### src/rtl/lsu_mem_port.sv
// ---------------------------------------------------------------------------
// lsu_mem_port
//
// Purpose:
//   Load/store initiator for the data port of a byte-addressed, word-wide
//   dual-port RAM. One RV32I load or store is in flight at a time. All RAM
//   accesses are word aligned. The RAM can only write whole words, so a
//   sub-word store (SB/SH) first reads the target word. It then merges the
//   new bytes into that word and writes the full word back. Load data is
//   returned to the CPU already extracted and sign- or zero-extended.
//
// Parameters:
//   MEM_BYTES   RAM size in bytes; any address >= MEM_BYTES is an error
//
// Ports:
//   clk, rst            clock (posedge) and asynchronous active-high reset
//   req_valid/req_ready CPU request handshake (ready only while idle)
//   req_we              1 = store, 0 = load
//   req_funct3          RV32I funct3 of the access
//   req_addr            byte address
//   req_wdata           store data (low bits for SB/SH)
//   resp_valid/ready    response handshake; response held until accepted
//   resp_rdata          load result (zero for stores and errors)
//   resp_err            misaligned / illegal funct3 / out-of-range address
//   mem_en, mem_wr      RAM data-port enable and write strobe
//   mem_addr            RAM word address as a byte address, low bits zero
//   mem_wdata           RAM write word
//   mem_data            RAM read word, valid the cycle after mem_en
// ---------------------------------------------------------------------------
module lsu_mem_port #(
    parameter int unsigned MEM_BYTES = 32768
) (
    input  logic        clk,
    input  logic        rst,
    input  logic        req_valid,
    output logic        req_ready,
    input  logic        req_we,
    input  logic [2:0]  req_funct3,
    input  logic [31:0] req_addr,
    input  logic [31:0] req_wdata,
    output logic        resp_valid,
    input  logic        resp_ready,
    output logic [31:0] resp_rdata,
    output logic        resp_err,
    output logic        mem_en,
    output logic        mem_wr,
    output logic [31:0] mem_addr,
    output logic [31:0] mem_wdata,
    input  logic [31:0] mem_data
);

    localparam logic [2:0] S_IDLE    = 3'd0;
    localparam logic [2:0] S_RD      = 3'd1;
    localparam logic [2:0] S_RD_WAIT = 3'd2;
    localparam logic [2:0] S_WR      = 3'd3;
    localparam logic [2:0] S_RESP    = 3'd4;

    localparam logic [2:0] F3_B  = 3'b000;
    localparam logic [2:0] F3_H  = 3'b001;
    localparam logic [2:0] F3_W  = 3'b010;
    localparam logic [2:0] F3_BU = 3'b100;
    localparam logic [2:0] F3_HU = 3'b101;

    // Decide whether a request is rejected without touching memory.
    function automatic logic req_error(input logic        we,
                                       input logic [2:0]  f3,
                                       input logic [31:0] addr);
        logic bad;
        bad = 1'b0;
        if (addr >= 32'(MEM_BYTES)) begin
            bad = 1'b1;
        end else begin
            bad = 1'b0;
        end
        case (f3)
            F3_B: begin
                bad = bad | 1'b0;
            end
            F3_BU: begin
                bad = bad | we;
            end
            F3_H: begin
                bad = bad | addr[0];
            end
            F3_HU: begin
                bad = bad | we | addr[0];
            end
            F3_W: begin
                bad = bad | (addr[1:0] != 2'b00);
            end
            default: begin
                bad = 1'b1;
            end
        endcase
        return bad;
    endfunction

    // Extract and extend the addressed byte or halfword of a read word.
    function automatic logic [31:0] load_extract(input logic [31:0] word,
                                                 input logic [2:0]  f3,
                                                 input logic [1:0]  off);
        logic [31:0] sh;
        logic [31:0] res;
        sh = word >> {off, 3'b000};
        case (f3)
            F3_B:    res = {{24{sh[7]}}, sh[7:0]};
            F3_BU:   res = {24'h000000, sh[7:0]};
            F3_H:    res = {{16{sh[15]}}, sh[15:0]};
            F3_HU:   res = {16'h0000, sh[15:0]};
            F3_W:    res = word;
            default: res = 32'h0000_0000;
        endcase
        return res;
    endfunction

    // Merge store data into the old word (the whole word for SW).
    function automatic logic [31:0] store_merge(input logic [31:0] old_word,
                                                input logic [31:0] wdata,
                                                input logic [2:0]  f3,
                                                input logic [1:0]  off);
        logic [31:0] res;
        res = old_word;
        case (f3)
            F3_B: begin
                case (off)
                    2'd0:    res = {old_word[31:8], wdata[7:0]};
                    2'd1:    res = {old_word[31:16], wdata[7:0], old_word[7:0]};
                    2'd2:    res = {old_word[31:24], wdata[7:0], old_word[15:0]};
                    2'd3:    res = {wdata[7:0], old_word[23:0]};
                    default: res = old_word;
                endcase
            end
            F3_H: begin
                if (off[1]) begin
                    res = {wdata[15:0], old_word[15:0]};
                end else begin
                    res = {old_word[31:16], wdata[15:0]};
                end
            end
            F3_W: begin
                res = wdata;
            end
            default: begin
                res = old_word;
            end
        endcase
        return res;
    endfunction

    logic [2:0]  state_q, state_d;
    logic        we_q, we_d;
    logic [2:0]  f3_q, f3_d;
    logic [31:0] addr_q, addr_d;
    logic [31:0] wdata_q, wdata_d;
    logic [31:0] rword_q, rword_d;
    logic [31:0] rdata_q, rdata_d;
    logic        err_q, err_d;

    // Next-state logic for the access sequencer and captured request.
    always_comb begin
        state_d = state_q;
        we_d    = we_q;
        f3_d    = f3_q;
        addr_d  = addr_q;
        wdata_d = wdata_q;
        rword_d = rword_q;
        rdata_d = rdata_q;
        err_d   = err_q;
        case (state_q)
            S_IDLE: begin
                if (req_valid) begin
                    we_d    = req_we;
                    f3_d    = req_funct3;
                    addr_d  = req_addr;
                    wdata_d = req_wdata;
                    rdata_d = 32'h0000_0000;
                    if (req_error(req_we, req_funct3, req_addr)) begin
                        err_d   = 1'b1;
                        state_d = S_RESP;
                    end else if (req_we && (req_funct3 == F3_W)) begin
                        err_d   = 1'b0;
                        state_d = S_WR;
                    end else begin
                        err_d   = 1'b0;
                        state_d = S_RD;
                    end
                end else begin
                    state_d = S_IDLE;
                end
            end
            S_RD: begin
                state_d = S_RD_WAIT;
            end
            S_RD_WAIT: begin
                // The RAM holds its output while mem_en is low.
                rword_d = mem_data;
                if (we_q) begin
                    state_d = S_WR;
                end else begin
                    rdata_d = load_extract(mem_data, f3_q, addr_q[1:0]);
                    state_d = S_RESP;
                end
            end
            S_WR: begin
                state_d = S_RESP;
            end
            S_RESP: begin
                if (resp_ready) begin
                    state_d = S_IDLE;
                end else begin
                    state_d = S_RESP;
                end
            end
            default: begin
                state_d = S_IDLE;
            end
        endcase
    end

    // State and captured-request registers.
    always_ff @(posedge clk or posedge rst) begin
        if (rst) begin
            state_q <= S_IDLE;
            we_q    <= 1'b0;
            f3_q    <= 3'b000;
            addr_q  <= 32'h0000_0000;
            wdata_q <= 32'h0000_0000;
            rword_q <= 32'h0000_0000;
            rdata_q <= 32'h0000_0000;
            err_q   <= 1'b0;
        end else begin
            state_q <= state_d;
            we_q    <= we_d;
            f3_q    <= f3_d;
            addr_q  <= addr_d;
            wdata_q <= wdata_d;
            rword_q <= rword_d;
            rdata_q <= rdata_d;
            err_q   <= err_d;
        end
    end

    // Outputs depend only on the state and captured registers. An async
    // reset therefore drops mem_en/mem_wr in the same cycle.
    assign req_ready  = (state_q == S_IDLE);
    assign resp_valid = (state_q == S_RESP);
    assign resp_rdata = rdata_q;
    assign resp_err   = err_q;
    assign mem_en     = (state_q == S_RD) || (state_q == S_WR);
    assign mem_wr     = (state_q == S_WR);
    assign mem_addr   = {addr_q[31:2], 2'b00};
    assign mem_wdata  = (state_q == S_WR) ?
                        store_merge(rword_q, wdata_q, f3_q, addr_q[1:0]) :
                        32'h0000_0000;

endmodule

### config.mk
export PLATFORM = sky130hd
export DESIGN_NAME = lsu_mem_port
export DESIGN_NICKNAME = d
export VERILOG_FILES = /design/src/rtl/lsu_mem_port.sv
export SDC_FILE = /design/constraint.sdc
export NUM_CORES = 1
export LEC_CHECK = 0
export ABC_CLOCK_PERIOD_IN_PS = 4300
export CORE_ASPECT_RATIO = 0.5
export CORE_MARGIN = 2
export CORE_UTILIZATION = 40
export CTS_BUF_LIST = sky130_fd_sc_hd__clkbuf_16
export DETAILED_ROUTE_END_ITERATION = 6
export GPL_ROUTABILITY_DRIVEN = 1
export PLACE_DENSITY = 0.79
export SLEW_MARGIN = 20
export SYNTH_ARGS = -nofsm -noshare
export SYNTH_HDL_FRONTEND = slang
export SYNTH_SLANG_ARGS = --single-unit
### constraint.sdc
create_clock -name clk -period 4.3 [get_ports clk]
set_clock_uncertainty 0.1 [all_clocks]
set_input_delay 0.86 -clock clk [delete_from_list [all_inputs] [get_ports clk]]
set_output_delay 0.86 -clock clk [all_outputs]
set_load 0.02 [all_outputs]
# == Word-level counts from Yosys, hierarchy flattened ==
# Cells that the tools add are included.
# totals
elab_cells,62
in_bits,104
regBits,136
output_inout_bits,101
# classes
n_bitwise,4
n_mux,21
shift,1
order_cmp,1
reduce_logical,10
n_eq_ne,17
# ops
cell,n
$pmux 32 s5,1
$mux 32,4
$pmux 32 s4,1
$pmux 32 s3,1
$pmux 32 s2,1
$ge 32x16->1 const B,1
$shr 32x5->16,1
$eq 3x3->1 const B,5
$pmux 3 s5,1
$eq 3x2->1 const B,4
$mux 3,4
$eq 3x1->1 const B,3
$logic_not 3->1,3
$mux 1,6
$pmux 1 s5,1
$eq 2x2->1 const B,2
$ne 2x2->1 const B,2
$or 1x1->1,4
$reduce_bool 2->1,2
$reduce_and 3->1,1
$eq 2x1->1 const B,1
$logic_not 2->1,1
$mux 2,1
$reduce_and 2->1,1
2 further kinds,2

# == Logic depth before layout (Yosys ltp) ==
# Gate-level depths: netlist of the first run.
# depth
word_depth,12
mapped_depth,7

# == Worst setup path before layout of the first run ==
# OpenSTA, ideal clock, no wires.
# synth_timing
path_kind,reg2out
startpoint,register f3_q[0]
endpoint,output port mem_wdata[30]
setup_slack_ns,1.656
path_buffers,2
arrival_ns,1.684
path_stages_with_launch,7
t_required_ns,3.340
cell_sequence,dfrtp_1 buf_2 nand2b_1 nor2_2 buf_2 a222oi_1 a21oi_1
# synth_via
elab_chain_cells,3
word_cells_on_any_way,5
classes_between,2 x eq/ne; 2 x mux; 1 x reduce/logical
# synth_rtl
item,line,rtl
from (decl),152,"logic [2:0] f3_q, f3_d;"
from (signal assigned),225,f3_q <= 3'b000;
from (signal assigned),234,f3_q <= f3_d;
"$eq 3x2->1, or another cell as far along",123,case (f3)
$pmux 32 s3 (*),123,
$mux 32 (*),252,assign mem_wdata = (state_q == S_WR) ?
to (decl),48,"output logic [31:0] mem_wdata,"
# Every way passes the cells marked *; elsewhere a longest branch is shown, timed or not.

# == Final worst setup path of the first run ==
# layout_timing
startpoint,register f3_q[0]
endpoint,output port mem_wdata[31]
# The elaborated chain is that of the path after synthesis.

==> results of run 1 <==
-- layout by cell type, fill, tap and decap left out, drive strengths merged, types with 3 or more instances in the layout --
master,instances
nand2,222
clkdlybuf4s50,202
dfrtp,136
mux2,40
a21oi,36
o21ai,34
nand3,24
a221o,22
clkbuf,17
nor2,16
nand3b,15
buf,9
a222oi,8
a32oi,8
a22oi,7
a2bb2oi,7
a21boi,7
a31oi,7
inv,7
clkinv,7
a21o,5
nor3,5
o2bb2ai,4
nor4,4
bufinv,4
nor2b,3
nand2b,3
mux2i,3
a211oi,3
-- metrics by stage --
stage               hold WS, ps  cell area, um2  utilization (%)  instances
global placement            358            8840             53.0       1087
global route                390            9450             56.7       1119
floorplan                   345            6950                -        734
finish                      374            9450             56.7       1119
detailed placement          364            8840             53.0       1087
CTS                         379            9450             56.7       1119
-- kinds of logic after synthesis --
kind of cell / share of synthesized area [%]
AND/OR/NAND/NOR: 19.9
AO/OA/AOI/OAI: 16.0
flip-flops: 49.0
buffers and inverters: 7.48
multiplexers: 7.57
other: 0.0540
-- routing by layer --
layer  share of wire [%]  wire length (um)  up-vias  GRT usage (%)
met3                 7.9              1700       31           5.20
li1                    -                 -     2846              -
met4                 1.7               363        0           6.98
met1                  45              9770     3030           33.3
met5                   0                 0        -              0
met2                  45              9690      261           36.0
-- sequential cells by signal, indices dropped and copies added (netlist names) --
| signal | cells |
|---|---|
| addr_q | 32 |
| f3_q | 3 |
| resp_err | 1 |
| resp_rdata | 32 |
| rword_q | 32 |
| state_q | 3 |
| wdata_q | 32 |
| we_q | 1 |
-- worst register-to-register path, cell delays in order, from the launching register on --
cell	delay, ps
dfrtp_1	530
nor3_1	250
nand2_1	510
nor2_2	770
a221o_2	280
-- final timing paths --
kind / end / slack [ps] / depth (start not counted)
setup / recovery: mem_wdata[31] / 410 / 5
hold / removal: addr_q[20] / 370 / 2
setup reg to reg: resp_rdata[26] / 1800 / 4
hold reg to reg: addr_q[20] / 370 / 2
max in group asynchronous: resp_rdata[27] / 2670 / 3
min in group asynchronous: resp_rdata[6] / 650 / 2
-- power breakdown --
| part | switching (uW) | internal, uW |
|---|---|---|
| clock network | 550 | 962 |
| registers | 151 | 1410 |
| logic | 491 | 373 |
| total | 1190 | 2750 |
-- timing repair --
item	4_1_cts	5_1_grt
hold buffers	0	0
endpoints found under the setup margin	0	1
gates resized for setup	0	1
-- cell type report --
type                    count  area, um2
clock buffers              17        425
clock inverters            15        184
fillers                  1435       7230
inverters                   4       18.8
multi-input cells         509       3040
flip-flops and latches    136       3400
well taps                 227        284
repair buffers            211       2100
==> out/results.ini, run 1 <==
[job]
cap_viol_max_count = 0

[grt]
antenna_found_initial = 0
grt_usage_pct = 23.5
grt_first_pass_wirelength_um = 33500
grt_pass1_vias = 5930
grt_max_degree = 88
grt_remaining_overflow = 0

[clock_network]
cts_root_buffer = clkbuf_16
cts_tree = done
cts_buffers = 17
clockBufferDepth = 2
clkTransAtPathRegs_ps = 60
htree_levels = 4
worstSkewPairLatency_ps = 420
cts.sinks = 136
cts_setup_buffers = 0

[timing]
worst_pin_slew_ps = 891
period_share_pct = 90.4
finalWorstSetupSlack_ps = 413
timing.fmax_mhz = 257
drv_slew = 0
setup_tns_ps = 0
setup_violations = 0
period_needed_ps = 3890
maxSlewHeadroom_pct = 40.6
rsz0062_at_grt = false
hold_viol = 0

[power]
p_leak_uw = 0.00420
p_per_area_nw_per_um2 = 417
power_uw = 3940
irDropWorstVdd_mv = 0.290

[routing]
routedWlPerCell_um = 19.2
ant_nets = 0
vias_per_cell = 5.51
drc = 0
drt_iter0_drc = 655
drtPass1Iterations = 7
routed_wl_um = 21500
vias = 6168

[synth]
yosysWarningCount = 0
yosys-top-cells-count = 221 x nand2_1, 136 x dfrtp_1, 40 x mux2_2
ys_ff_latch = 136
ys_seq_area_share_pct = 49.0
synth.largest_area_cell = dfrtp_1
synthFlopType = dfrtp_1
yosysTopAreaCellShare_pct = 49.0
syn_avg_cell_area_um2 = 9.47
async_flop_share_pct = 100
synth_most_common_cell = nand2_1
ys_top_cells_by_area = dfrtp_1 49%, nand2_1 12%, mux2_2 6.5%
synth_edf_count = 0
netlist_area_um2 = 6940
yosysUniqueCellTypes = 59
synthCells = 733

[die]
coreArea_um2 = 16700
start_util_pct = 41.6
fp.dieH_um = 97.2
rows = 33
die_area_um2 = 18500
dieWidth_um = 190
num_io_pins = 205

[layout]
antenna_cells = 0
area_growth_syn_to_layout_pct = 36.1
drive_gt1_share_pct = 11.2
finalNetCount = 983

[placed_design]
post-place-ws_ps = 630
hpwlAfterDp_um = 15800
numPortBuffers = 202
place.gp.congestion = 0.910

[worst_setup_path]
path_max_fanout = 17
end_kind = output port
critPathMaxStageDelay_ps = 640
slowest_stage = clkdlybuf4s50_1
arrival_ps = 2930
worst_setup_path_start_kind = flop
crit_family = simple AND/OR/NAND/NOR gates
crit_chain = nand2b_1, nor2_2, a222oi_1, a21oi_1, clkdlybuf4s50_1
crit_buf_inv = 1
crit_type = reg2out
startpoint = f3_q[0]
r2r_start = state_q[0]
worstPathRequired_ps = 3340

[status]
outcome = finished clean

[hold_path]
hold_start = addr_q[20]
hold_class = reg2reg

Note: power is estimated with default switching activity, not from simulation.
==> inputs of run 2 (changes only) <==
Settings changed: ABC_CLOCK_PERIOD_IN_PS 4300 to default.
==> results of run 2 <==
The final DEF is identical to that of run 1; final timing and power are the same.
